**config.mk**
```make
export PLATFORM = sky130hd
export DESIGN_NAME = dm_bus_bridge
export DESIGN_NICKNAME = d
export VERILOG_FILES = /design/src/rtl/dm_bus_pkg.sv /design/src/rtl/dm_bus_bridge_lane.sv /design/src/rtl/dm_bus_bridge.sv
export SDC_FILE = /design/constraint.sdc
export NUM_CORES = 1
export LEC_CHECK = 0
export ABC_CLOCK_PERIOD_IN_PS = 3000
export BUFFER_PORTS_ARGS = -buffer_cell sky130_fd_sc_hd__buf_2
export CORE_MARGIN = 10
export CORE_UTILIZATION = 51
export CTS_CLUSTER_DIAMETER = 150
export DETAILED_ROUTE_END_ITERATION = 6
export HOLD_SLACK_MARGIN = 0.06
export PLACE_DENSITY = 0.89
export SYNTH_ARGS = -nofsm -noshare
export SYNTH_HDL_FRONTEND = slang
export SYNTH_SLANG_ARGS = --single-unit
```
**constraint.sdc**
```tcl
create_clock -name clk -period 3 [get_ports clk]
set_input_delay 0.3 -clock clk [delete_from_list [all_inputs] [get_ports clk]]
set_output_delay 0.3 -clock clk [all_outputs]
set_load 0.05 [all_outputs]
```
**src/rtl/dm_bus_pkg.sv**
```systemverilog
`default_nettype none
// +--------------------------------------------------------------------+
// | dm_bus_pkg : width codes and FSM encoding for dm_bus_bridge        |
// | Revision   : 1.0                                                   |
// +--------------------------------------------------------------------+
package dm_bus_pkg;

    localparam logic [2:0] DM_WORD   = 3'b000;
    localparam logic [2:0] DM_HALF   = 3'b001;
    localparam logic [2:0] DM_HALF_U = 3'b010;
    localparam logic [2:0] DM_BYTE   = 3'b011;
    localparam logic [2:0] DM_BYTE_U = 3'b100;

    typedef enum logic [1:0] {
        IDLE    = 2'd0,
        IO_WAIT = 2'd1,
        IO_DONE = 2'd2
    } bridge_state_t;

endpackage : dm_bus_pkg
`default_nettype wire

```
**src/rtl/dm_bus_bridge_lane.sv**
```systemverilog
`default_nettype none
// +--------------------------------------------------------------------+
// | dm_lane_unit : store lane/byte-enable generation, load extract and |
// |                extend, misalignment detection (combinational)      |
// | Revision     : 1.0                                                 |
// +--------------------------------------------------------------------+
module dm_lane_unit
    import dm_bus_pkg::*;
(
    input  logic [1:0]  addr_lo,
    input  logic [2:0]  dm_ctrl,
    input  logic [31:0] wdata,
    input  logic [31:0] rword,
    output logic [31:0] lane_wdata,
    output logic [3:0]  be,
    output logic [31:0] rdata_ext,
    output logic        misalign
);

    logic [31:0] w_shifted;
    logic [15:0] w_half;

    always_comb begin
        lane_wdata = wdata;
        be         = 4'b1111;
        rdata_ext  = rword;
        misalign   = 1'b0;
        w_shifted  = rword >> {addr_lo, 3'b000};
        w_half     = addr_lo[1] ? rword[31:16] : rword[15:0];

        case (dm_ctrl)
            DM_BYTE, DM_BYTE_U: begin
                lane_wdata = {4{wdata[7:0]}};
                be         = 4'b0001 << addr_lo;
                if (dm_ctrl == DM_BYTE)
                    rdata_ext = {{24{w_shifted[7]}}, w_shifted[7:0]};
                else
                    rdata_ext = {24'h000000, w_shifted[7:0]};
            end
            DM_HALF, DM_HALF_U: begin
                lane_wdata = {2{wdata[15:0]}};
                be         = addr_lo[1] ? 4'b1100 : 4'b0011;
                misalign   = addr_lo[0];
                if (dm_ctrl == DM_HALF)
                    rdata_ext = {{16{w_half[15]}}, w_half};
                else
                    rdata_ext = {16'h0000, w_half};
            end
            // Word, plus the undefined codes which behave as word.
            default: begin
                misalign = (addr_lo != 2'b00);
            end
        endcase
    end

endmodule : dm_lane_unit
`default_nettype wire

```
**src/rtl/dm_bus_bridge.sv**
```systemverilog
`default_nettype none
// +--------------------------------------------------------------------+
// | dm_bus_bridge : CPU memory-stage bridge to data RAM and req/ack    |
// |                 peripheral bus with stall and timeout handling     |
// | Revision      : 1.0                                                |
// +--------------------------------------------------------------------+
module dm_bus_bridge
    import dm_bus_pkg::*;
#(
    parameter int          RAM_AW     = 10,
    parameter logic [31:0] IO_BASE    = 32'hFFFF_0000,
    parameter int          IO_TIMEOUT = 16
) (
    input  logic              clk,
    input  logic              rst,
    input  logic [31:0]       cpu_addr,
    input  logic [31:0]       cpu_wdata,
    input  logic              cpu_mem_w,
    input  logic              cpu_mem_r,
    input  logic [2:0]        cpu_dm_ctrl,
    output logic [31:0]       cpu_rdata,
    output logic              cpu_ready,
    output logic              misalign,
    output logic              bus_err,
    output logic [RAM_AW-1:0] ram_addr,
    output logic [31:0]       ram_wdata,
    output logic [3:0]        ram_be,
    output logic              ram_we,
    input  logic [31:0]       ram_rdata,
    output logic              io_req,
    output logic              io_we,
    output logic [31:0]       io_addr,
    output logic [31:0]       io_wdata,
    output logic [3:0]        io_be,
    input  logic              io_ack,
    input  logic [31:0]       io_rdata
);

    localparam logic [7:0] c_timeout_last = 8'(IO_TIMEOUT - 1);

    bridge_state_t r_state;
    bridge_state_t w_next_state;
    logic [7:0]    r_cnt;
    logic [31:0]   r_rdata_cap;
    logic          r_bus_err;
    logic          r_io_req;
    logic          r_io_we;
    logic [31:0]   r_io_addr;
    logic [31:0]   r_io_wdata;
    logic [3:0]    r_io_be;

    logic [31:0]   w_lane_wdata;
    logic [3:0]    w_be;
    logic [31:0]   w_ram_rdata_ext;
    logic          w_misalign;
    logic [31:0]   w_io_rdata_ext;
    logic [31:0]   w_unused_io_wdata;
    logic [3:0]    w_unused_io_be;
    logic          w_unused_io_misalign;

    logic          w_req;
    logic          w_is_io;
    logic          w_start_io;

    dm_lane_unit u_cpu_lane (
        .addr_lo    (cpu_addr[1:0]),
        .dm_ctrl    (cpu_dm_ctrl),
        .wdata      (cpu_wdata),
        .rword      (ram_rdata),
        .lane_wdata (w_lane_wdata),
        .be         (w_be),
        .rdata_ext  (w_ram_rdata_ext),
        .misalign   (w_misalign)
    );

    // Extracts the captured peripheral word; dm_ctrl is stable across the stall.
    dm_lane_unit u_io_lane (
        .addr_lo    (r_io_addr[1:0]),
        .dm_ctrl    (cpu_dm_ctrl),
        .wdata      (r_io_wdata),
        .rword      (r_rdata_cap),
        .lane_wdata (w_unused_io_wdata),
        .be         (w_unused_io_be),
        .rdata_ext  (w_io_rdata_ext),
        .misalign   (w_unused_io_misalign)
    );

    assign w_req      = cpu_mem_w | cpu_mem_r;
    assign w_is_io    = (cpu_addr >= IO_BASE);
    assign w_start_io = w_req & w_is_io & ~w_misalign & (r_state == IDLE);

    assign ram_addr  = cpu_addr[RAM_AW+1:2];
    assign ram_wdata = w_lane_wdata;
    assign bus_err   = r_bus_err;
    assign io_req    = r_io_req;
    assign io_we     = r_io_we;
    assign io_addr   = r_io_addr;
    assign io_wdata  = r_io_wdata;
    assign io_be     = r_io_be;

    always_comb begin
        w_next_state = r_state;
        cpu_ready    = 1'b1;
        cpu_rdata    = 32'h0000_0000;
        ram_we       = 1'b0;
        ram_be       = 4'b0000;
        misalign     = 1'b0;

        if (rst) begin
            case (r_state)
                IDLE: begin
                    if (w_req) begin
                        if (w_misalign) begin
                            misalign = 1'b1;
                        end else if (!w_is_io) begin
                            ram_we    = cpu_mem_w;
                            ram_be    = w_be;
                            cpu_rdata = w_ram_rdata_ext;
                        end else begin
                            cpu_ready    = 1'b0;
                            w_next_state = IO_WAIT;
                        end
                    end
                end
                IO_WAIT: begin
                    cpu_ready = 1'b0;
                    if (io_ack || (r_cnt == c_timeout_last))
                        w_next_state = IO_DONE;
                end
                IO_DONE: begin
                    cpu_rdata    = w_io_rdata_ext;
                    w_next_state = IDLE;
                end
                default: begin
                    w_next_state = IDLE;
                end
            endcase
        end
    end

    always_ff @(posedge clk) begin
        if (!rst) begin
            r_state     <= IDLE;
            r_cnt       <= 8'd0;
            r_rdata_cap <= 32'h0000_0000;
            r_bus_err   <= 1'b0;
            r_io_req    <= 1'b0;
            r_io_we     <= 1'b0;
            r_io_addr   <= 32'h0000_0000;
            r_io_wdata  <= 32'h0000_0000;
            r_io_be     <= 4'b0000;
        end else begin
            r_state <= w_next_state;
            case (r_state)
                IDLE: begin
                    if (w_start_io) begin
                        r_io_req   <= 1'b1;
                        r_io_we    <= cpu_mem_w;
                        r_io_addr  <= cpu_addr;
                        r_io_wdata <= w_lane_wdata;
                        r_io_be    <= w_be;
                        r_cnt      <= 8'd0;
                    end
                end
                IO_WAIT: begin
                    // An ack arriving on the timeout cycle still completes normally.
                    if (io_ack) begin
                        r_rdata_cap <= io_rdata;
                        r_io_req    <= 1'b0;
                    end else if (r_cnt == c_timeout_last) begin
                        r_rdata_cap <= 32'h0000_0000;
                        r_bus_err   <= 1'b1;
                        r_io_req    <= 1'b0;
                    end else begin
                        r_cnt <= r_cnt + 8'd1;
                    end
                end
                default: begin
                end
            endcase
        end
    end

endmodule : dm_bus_bridge
`default_nettype wire
```
======== Word level (Yosys, flattened, before mapping) ========
Cells that the tools add are included.
word-level totals
  logic and storage cells ................. 99
  flip-flop bits (word level) ............. 113
  output and inout port bits .............. 152
operators by class
  equal/unequal tests ..................... 15
  reduce and logical (&&, ||, !) cells .... 13
  shift-type cells ........................ 3
  bitwise operators ....................... 6
  muxes and demuxes ....................... 51
  magnitude comparators ................... 1
  add/sub/neg operators ................... 1
operators with widths
  cell                                                               number
  32-bit 2-to-1 mux                                                  10
  32-bit one-hot mux with 2 select lines                             4
  32-bit by 5-bit right shift with 8-bit output                      2
  32-bit greater-or-equal comparator, second input constant          1
  16-bit 2-to-1 mux                                                  2
  4-bit 2-to-1 mux                                                   6
  8-bit 2-to-1 mux                                                   3
  1-bit 2-to-1 mux                                                   16
  8-bit one-hot mux with 2 select lines                              1
  2-bit inequality test, second input constant                       7
  8-bit by 1-bit adder with 8-bit output, second input constant      1
  8-bit by 4-bit == test with 1-bit output, second input constant    1
  2-bit 2-to-1 mux                                                   4
  4-bit one-hot mux with 2 select lines                              1
  4-bit AND reduction                                                2
  3-bit by 2-bit == test with 1-bit output, second input constant    2
  1-bit one-hot mux with 2 select lines                              3
  3-bit AND reduction                                                2
  2-bit nonzero test                                                 3
  2-bit one-hot mux with 2 select lines                              1
  2-bit AND reduction                                                2
  2-bit OR reduction                                                 2
  1-bit by 2-bit << shifter with 4-bit output, first input constant  1
  1-bit bitwise AND                                                  3
  other kinds (9)                                                    10

======== Depth between registers and ports, before layout ========
Gate-level depths: netlist of the first run.
  word-level depth ........................ 8
  mapped depth ............................ 9

======== Modules after synthesis ========
From an unflattened synthesis of the first run, not the netlist that was laid out.
second synthesis, totals
  cell total of the unflattened synthesis .. 857
  area total of the unflattened synthesis .. 7423.4 µm²
by module, submodules not included
  module         cells each  area each (µm²)  times used  seq. area each (µm²)
  dm_bus_bridge  479         4693.3           1           2262.2
  dm_lane_unit   189         1365.1           2           0.0

======== Worst setup path before layout of the first run ========
No wires, ideal clock.
  path type ............................... flip-flop to output port
  from .................................... register r_io_addr[1], in the netlist io_addr[1]
  to ...................................... output port cpu_rdata[2]
  stages on the path, launching flop included .. 6
  data required time ...................... 2.700 ns
  path slack .............................. 0.004 ns
  arrival ................................. 2.696 ns
  cells stage by stage .................... dfxtp_1 > buf_2 > clkbuf_1 > mux2_2 > a221oi_1 > o32ai_1
between the ends
  longest elaborated chain between the ends .. 5
  elaborated cells between the ends (all ways) .. 7
  those cells by class .................... 1 x shift; 6 x mux
ends and longest elaborated chain
  item                                                                                RTL line                                            source
  from (decl)                                                                         dm_bus_bridge.sv:48                                 logic [31:0] r_io_addr;
  from (signal assigned)                                                              dm_bus_bridge.sv:159                                r_io_addr <= cpu_addr;
  32-bit by 5-bit right shift with 8-bit output or 16-bit 2-to-1 mux (tied branches)  dm_bus_bridge_lane.sv:28, dm_bus_bridge_lane.sv:29
  32-bit 2-to-1 mux, on equally long branches                                         dm_bus_bridge_lane.sv:35, dm_bus_bridge_lane.sv:44
  32-bit one-hot mux with 2 select lines (*)                                          dm_bus_bridge_lane.sv:31                            case (dm_ctrl)
  32-bit one-hot mux with 2 select lines (*)                                          dm_bus_bridge.sv:110                                case (r_state)
  32-bit 2-to-1 mux (*)                                                               dm_bus_bridge.sv:109                                if (rst) begin
  to (decl)                                                                           dm_bus_bridge.sv:21                                 output logic [31:0] cpu_rdata,
Mark *: on every way between the ends. The rest lies on a longest branch, timed or not.

======== Worst setup path in the final report of the first run ========
  from .................................... register r_io_addr[1], in the netlist io_addr[1]
  to ...................................... output port cpu_rdata[16]
Same word-level chain as after synthesis.

==> results of run 1 <==
power by group:
part | switching, W | internal, W
registers | 0.00000000548 | 0.00150
logic | 0.000633 | 0.000252
clock network | 0.000731 | 0.00146
total | 0.00136 | 0.00322
logic make-up after synthesis:
logic type / count (synthesis)
and+or+nand+nor: 274
AOI/OAI and AO/OA: 242
DFF: 113
buffers and inverters: 81
muxes: 44
xor gates and xnor gates: 6
adders and majority gates: 2
synthesized netlist by cell type (2+ instances only):
| master | n |
|---|---|
| a21oi_1 | 83 |
| nand4_1 | 4 |
| o22ai_1 | 14 |
| nand2_1 | 121 |
| a22oi_1 | 17 |
| dfxtp_1 | 113 |
| a222oi_1 | 7 |
| nor3_1 | 14 |
| mux2i_1 | 20 |
| o21ai_0 | 28 |
| clkbuf_1 | 22 |
| buf_1 | 4 |
| and2_1 | 3 |
| mux2_2 | 24 |
| a31oi_1 | 3 |
| and3_1 | 2 |
| nor3b_1 | 2 |
| a21boi_0 | 2 |
| a221oi_1 | 7 |
| or3_1 | 2 |
| nor2b_1 | 13 |
| nand3_1 | 7 |
| buf_6 | 8 |
| buf_4 | 23 |
| o21ai_1 | 2 |
| a211oi_1 | 10 |
| o32ai_1 | 7 |
| o211a_1 | 2 |
| nor2_1 | 79 |
| a22o_1 | 30 |
| o221ai_1 | 2 |
| a32oi_1 | 2 |
| xnor2_1 | 4 |
| o21a_1 | 9 |
| a21o_1 | 8 |
| nand2b_1 | 11 |
| nand3b_1 | 3 |
| o31ai_1 | 2 |
| buf_2 | 19 |
| inv_1 | 3 |
how the worst max path moves through the flow:
| stage | start | to | slack (ns) | cells past startpoint |
|---|---|---|---|---|
| floorplan | io_addr[1]$_SDFFE_PN0P_ | cpu_rdata[2] | 0.004 | 5 |
| global placement | cpu_dm_ctrl[2] | cpu_rdata[15] | 0.36 | 7 |
| detailed placement | cpu_dm_ctrl[2] | cpu_rdata[15] | 0.30 | 7 |
| CTS | r_state[1]$_SDFFE_PN0P_ | cpu_rdata[16] | 0.13 | 8 |
| global route | io_addr[1]$_SDFFE_PN0P_ | cpu_rdata[26] | -0.005 | 7 |
| finish | io_addr[1]$_SDFFE_PN0P_ | cpu_rdata[16] | 0.13 | 7 |
cell type report:
cell class	instances	area (sq um)	share of cell area [%]
well taps	147	184	2.24
inverters	4	15.0	0.183
multi-input cells	568	3440	42.0
clock buffers	21	470	5.74
clock inverters	11	176	2.15
repair buffers	313	1640	20.1
flip-flops and latches	113	2260	27.6
per-layer routing:
metal	wire, um	up-vias	global-route usage [%]
met5	0	-	0
met4	580	0	9.33
met3	2570	48	7.95
met2	11600	402	44.6
met1	9480	3284	33.8
li1	-	3239	-
per-stage QoR:
stage          setup TNS [ns]  std cells
6_report                    0       1177
5_1_grt              -0.00489       1177
4_1_cts                     0       1175
3_5_place_dp                0       1143
3_3_place_gp                0       1143
2_1_floorplan               0        762
worst reg2reg max path: stages (launching register included):
cell     delay (ns)
dfxtp_1        0.33
ha_1           0.25
nand3_1        0.15
nor2_1         0.10
o21ai_1        0.29
and2_1         0.97
a22o_1         0.30
state kept, by name, indices dropped and copies added (netlist names):
register,cells
r_cnt,8
io_we,1
bus_err,1
io_be,4
io_addr,32
io_req,1
io_wdata,32
r_rdata_cap,32
r_state,2
==> impl_metrics.py, run 1 <==
metrics = {
    "layout": {
        "syn_to_final_growth_pct": 32.9,
        "final_cell_area_sq_mm": 0.00820,
        "antenna_cells": 0,
        "nNetsFinal": 1154,
        "final_common_cell": "buf_2",
        "fillCellCount": 962,
        "drive_gt1_share_pct": 37.3,
        "mostFrequentLayoutCells": "buf_2 (287), nand2_1 (121), dfxtp_1 (113), a21oi_1 (83), nor2_1 (79)",
        "post-route-util_pct": 68.8,
    },
    "critical_path": {
        "reg2reg_depth": 6,
        "crit_path_start_kind": "register",
        "cpMaxStageDelayCell": "o21ai_4",
        "crit_chain": "mux2_2 -> or2_0 -> a21oi_1 -> nor3_4 -> o21ai_4 -> a21oi_1 -> buf_2",
        "critPathMaxFanout": 16,
        "rr_startpoint": "r_cnt[0]$_SDFFE_PN0P_",
        "reg2reg_setup_slack_ns": 0.54,
        "path_delay_family": "compound AO/OA/AOI/OAI gates",
        "r2r_end": "r_rdata_cap[14]$_SDFFE_PN0P_",
        "path_class": "register to output pin",
        "slowest_delay_ns": 0.42,
        "arrival_ns": 2.57,
        "critPathBufInv": 1,
        "path_common_cell": "a21oi_1",
        "required_ns": 2.70,
        "cp-end-kind": "output pin",
    },
    "global_routing": {
        "grt_overflow": 0,
        "antenna_found_initial": 0,
        "grt_pass1_wl_um": 36100,
        "grt_pass1_vias": 6570,
        "track_usage_pct": 27.3,
        "grt_max_degree": 79,
    },
    "synth": {
        "synth_async_sr_flop_share_pct": 0,
        "ys_seq_elements": 113,
        "synth_top_area_cell": "dfxtp_1",
        "synth_compound_area_share_pct": 26.3,
        "syn_nets": 899,
        "syn_inst": 762,
        "ys_types": 66,
        "ys_seq_area_share_pct": 36.7,
        "ys.warnings.count": 0,
        "syn_area_per_cell_sq_um": 8.09,
        "synth_top_family_by_area": "compound AO/OA/AOI/OAI gates",
        "synth_simple_gate_area_share_pct": 20.3,
        "synthTopCellsByArea": "dfxtp_1 (37%), nand2_1 (7.4%), a21oi_1 (6.7%)",
        "synth_top_area_share_pct": 36.7,
        "synthAdderAreaFrac_pct": 0.365,
        "synth-xor-area-share_pct": 0.974,
        "synthMuxAreaShare_pct": 7.63,
        "synth_enable_flop_cells": 0,
        "ys.flop_type": "dfxtp_1",
        "synth_area_sq_mm": 0.00617,
    },
    "power": {
        "powerDensity_mw_per_mm2": 559,
        "p_leak_nw": 3.74,
        "worst_ir_drop_vdd_mv": 0.363,
        "power_w": 0.00458,
    },
    "sta": {
        "fin_crit_ns": 2.87,
        "setup_ws_ns": 0.133,
        "fin_crit_sh_pct": 95.6,
        "holdWs_ns": 0.0954,
        "hold_viol": 0,
        "relSlewSlack_pct": 21.1,
        "worst_pin_slew_ns": 1.18,
        "setup_violations": 0,
        "fin_skew_ns": 0.00798,
        "slew_viol_final": 0,
        "max_freq_mhz": 349,
    },
    "floorplan": {
        "start_util_pct": 51.8,
        "ios": 288,
        "die_h_um": 130,
        "die-area_sq_mm": 0.0169,
        "coreArea_sq_mm": 0.0119,
        "std_cell_rows": 40,
        "fp.dieW_um": 130,
    },
    "run": {
        "drv_cap": 0,
    },
    "place": {
        "portBuffers": 287,
        "hpwlAfterDp_um": 18300,
        "pre_cts_ws_ns": 0.304,
        "placed_area_sq_mm": 0.00753,
        "place_congestion": 0.990,
    },
    "clock_tree": {
        "numClockSinks": 113,
        "cts_made_buffers": 17,
        "cts_hold_buf": 0,
        "clockBufferDepth": 2,
        "cts.reportedPaths.clkPinSlew_ns": 0.06,
        "post_cts_buffers": 0,
        "cts_resized": 0,
        "clk_latency_ns": 0.41,
        "cts_tree": "built",
        "clock-root-buffer": "clkbuf_16",
        "ctsHtreeMaxLevel": 4,
    },
    "run_status": {
        "status": "finished clean",
    },
    "drt": {
        "via_count": 6973,
        "ant_nets": 0,
        "wl_per_cell_um": 20.6,
        "drt-total-wl_um": 24300,
        "vias_per_cell": 5.92,
        "drtIter0Drc": 996,
        "firstDrtPassIters": 6,
        "drc": 0,
    },
    "min_path": {
        "hold_class": "primary input to register",
        "min_path_cells": 2,
        "min_from": "io_rdata[29]",
        "min_to": "r_rdata_cap[29]$_SDFFE_PN0P_",
    },
}
(Power assumes the default switching activity.)
==> run 2, diff against run 1 <==
--- a/config.mk
+++ b/config.mk
@@ -5,14 +5,16 @@
 export SDC_FILE = /design/constraint.sdc
 export NUM_CORES = 1
 export LEC_CHECK = 0
+export ABC_AREA = 1
 export ABC_CLOCK_PERIOD_IN_PS = 3000
 export BUFFER_PORTS_ARGS = -buffer_cell sky130_fd_sc_hd__buf_2
 export CORE_MARGIN = 10
-export CORE_UTILIZATION = 51
+export CORE_UTILIZATION = 54
+export CTS_BUF_LIST = sky130_fd_sc_hd__clkbuf_2 sky130_fd_sc_hd__clkbuf_4 sky130_fd_sc_hd__clkbuf_8
 export CTS_CLUSTER_DIAMETER = 150
 export DETAILED_ROUTE_END_ITERATION = 6
 export HOLD_SLACK_MARGIN = 0.06
-export PLACE_DENSITY = 0.89
+export PLACE_DENSITY = 0.92
 export SYNTH_ARGS = -nofsm -noshare
 export SYNTH_HDL_FRONTEND = slang
 export SYNTH_SLANG_ARGS = --single-unit
==> run 2 against run 1 <==
  * Die area grew 4.4%
  * Via count grew 26%
  * Register-to-register slack better by 0.03 ns
  * First-iteration DRC count rose by 11%
  * Largest power group is now sequential cells
  * Highest routed layer is now met5
==> impl_metrics.py, run 2 <==
metrics = {
    "run_status": {
        "status": "finished clean",
    },
    "place": {
        "hpwlAfterDp_um": 20100,
        "dp.cells": 1535,
        "place_congestion": 1.03,
        "pre_cts_ws_ns": 0.313,
        "portBuffers": 287,
    },
    "drt": {
        "wl_per_cell_um": 17.3,
        "drt-total-wl_um": 27300,
        "via_count": 8763,
        "ant_nets": 0,
        "firstDrtPassIters": 6,
        "vias_per_cell": 5.53,
        "drtIter0Drc": 1101,
        "drc": 0,
    },
    "sta": {
        "rsz0062_at_grt": "false",
        "relSlewSlack_pct": 47.6,
        "slew_viol_final": 0,
        "setup-tns-final_ns": 0,
        "max_freq_mhz": 350,
        "holdWs_ns": 0.0880,
        "setup_ws_ns": 0.145,
        "fin_crit_ns": 2.85,
        "hold_viol": 0,
        "fin_skew_ns": 0.00997,
        "fin_crit_sh_pct": 95.2,
        "setup_violations": 0,
        "worst_pin_slew_ns": 0.787,
    },
    "global_routing": {
        "grt_overflow": 0,
        "grt_pass1_vias": 8144,
        "antenna_found_initial": 3,
        "grt_max_degree": 80,
        "track_usage_pct": 29.4,
        "grt_pass1_wl_um": 42300,
    },
    "synth": {
        "synth_async_sr_flop_share_pct": 0,
        "synth_area_sq_mm": 0.00687,
        "synth_top_area_cell": "dfxtp_1",
        "ys.warnings.count": 0,
        "yosys-top-cells-count": "nand2_1 (398), nand3_1 (161), dfxtp_1 (113), inv_1 (107), o21ai_0 (106)",
        "ys_seq_elements": 113,
        "synthTopCellsByArea": "dfxtp_1 (33%), nand2_1 (22%), nand3_1 (12%)",
        "ys_types": 34,
        "syn_nets": 1284,
        "synthMostInstantiatedCell": "nand2_1",
        "synth_enable_flop_cells": 0,
        "synth_top_area_share_pct": 32.9,
        "ys_seq_area_share_pct": 32.9,
        "syn_inst": 1147,
        "ys.flop_type": "dfxtp_1",
        "syn_area_per_cell_sq_um": 5.99,
    },
    "critical_path": {
        "crit_path_start_kind": "register",
        "critPathMaxFanout": 23,
        "arrival_ns": 2.55,
        "required_ns": 2.70,
        "path_class": "register to output pin",
        "cp-end-kind": "output pin",
    },
    "floorplan": {
        "coreArea_sq_mm": 0.0125,
        "fp.dieW_um": 133,
        "die_h_um": 133,
        "start_util_pct": 54.9,
        "ios": 288,
        "die-area_sq_mm": 0.0176,
        "std_cell_rows": 41,
    },
    "clock_tree": {
        "cts_tree": "built",
        "cts.reportedPaths.clkPinSlew_ns": 0.07,
        "clockBufferDepth": 2,
        "numClockSinks": 113,
        "clk_latency_ns": 0.44,
        "ctsHtreeMaxLevel": 4,
        "clock-root-buffer": "clkbuf_8",
        "cts_made_buffers": 17,
    },
    "layout": {
        "final_common_cell": "nand2_1",
        "drive_gt1_share_pct": 26.5,
        "mostFrequentLayoutCells": "nand2_1 (398), buf_2 (286), nand3_1 (159), dfxtp_1 (113)",
        "instances_no_fill": 1584,
        "post-route-util_pct": 70.1,
        "syn_to_final_growth_pct": 27.7,
        "nNetsFinal": 1535,
    },
    "min_path": {
        "hold_class": "primary input to register",
    },
    "power": {
        "p_leak_nw": 4.57,
        "powerDensity_mw_per_mm2": 439,
        "worst_ir_drop_vdd_mv": 0.249,
    },
    "run": {
        "drv_cap": 0,
    },
}
[run 2: path summary, 6_finish.rpt]
path	cells past startpoint	to	start	slack [ns]
worst max-delay path	9	cpu_rdata[0]	r_state[0]$_SDFFE_PN0P_	0.15
worst min-delay path	3	r_rdata_cap[15]$_SDFFE_PN0P_	io_rdata[15]	0.09
worst max register to register	8	r_cnt[0]$_SDFFE_PN0P_	r_state[0]$_SDFFE_PN0P_	0.57
worst min register to register	2	io_addr[23]$_SDFFE_PN0P_	io_addr[23]$_SDFFE_PN0P_	0.45
[run 2: logic make-up (layout without fill, tap and decap cells)]
kind of cell	count (synthesis)	count (layout)	share of synthesized area, %
AOI/OAI and AO/OA	196	196	14.7
xor gates and xnor gates	2	2	0.255
buffers and inverters	205	468	13.0
other	0	2	0
and+or+nand+nor	630	630	38.9
DFF	113	113	32.9
adders and majority gates	1	1	0.182
[run 2: where the power goes]
| group | switching, W | internal (W) |
|---|---|---|
| sequential | 0.00000000561 | 0.00150 |
| combinational | 0.000732 | 0.000259 |
| clock | 0.000632 | 0.000731 |
| total | 0.00136 | 0.00249 |
[run 2: layer usage]
| metal | up-vias | GRT usage [%] | share of wire (%) | wire, um |
|---|---|---|---|---|
| met5 | - | 0 | 0.029 | 8 |
| met4 | 2 | 14.8 | 4.7 | 1290 |
| li1 | 4154 | - | - | - |
| met1 | 3880 | 32.8 | 36 | 9850 |
| met3 | 116 | 7.19 | 10 | 2830 |
| met2 | 611 | 51.0 | 49 | 13400 |
[run 2: metrics by stage]
stage | total power, W | instance area, sq um
after global placement | 0.00248 | 8220
after floorplan | 0.00219 | 6870
after CTS | 0.00385 | 8760
after detailed placement | 0.00248 | 8220
after global routing | 0.00399 | 8770
final | 0.00385 | 8770
[run 2: final cells by class]
| cell class | count | area [sq um] |
|---|---|---|
| fill | 1072 | 3740 |
| timing repair buffer | 324 | 1770 |
| inverter | 113 | 424 |
| clock buffer | 22 | 290 |
| clock inverter | 9 | 83.8 |
| antenna | 2 | 5.00 |
| tap | 172 | 215 |
| multi-input combinational | 829 | 3720 |
| sequential | 113 | 2260 |
[run 2: what timing repair did]
item / in CTS / in global routing
endpoints found under the setup margin: 0 / 6
hold buffers: 16 / 0
setup buffers: 0 / 0
gates resized for setup: 0 / 2
endpoints found under the hold margin: 16 / 0
[run 2: worst max-delay path, cell delays in order (launching register included)]
cell and delay (ns):
dfxtp_1 0.36, nor2_1 0.17, o21ai_0 0.21, inv_1 0.20
nand2_1 0.09, nor2_2 0.08, buf_4 0.26, nand3_1 0.14
a21oi_1 0.27, buf_2 0.33
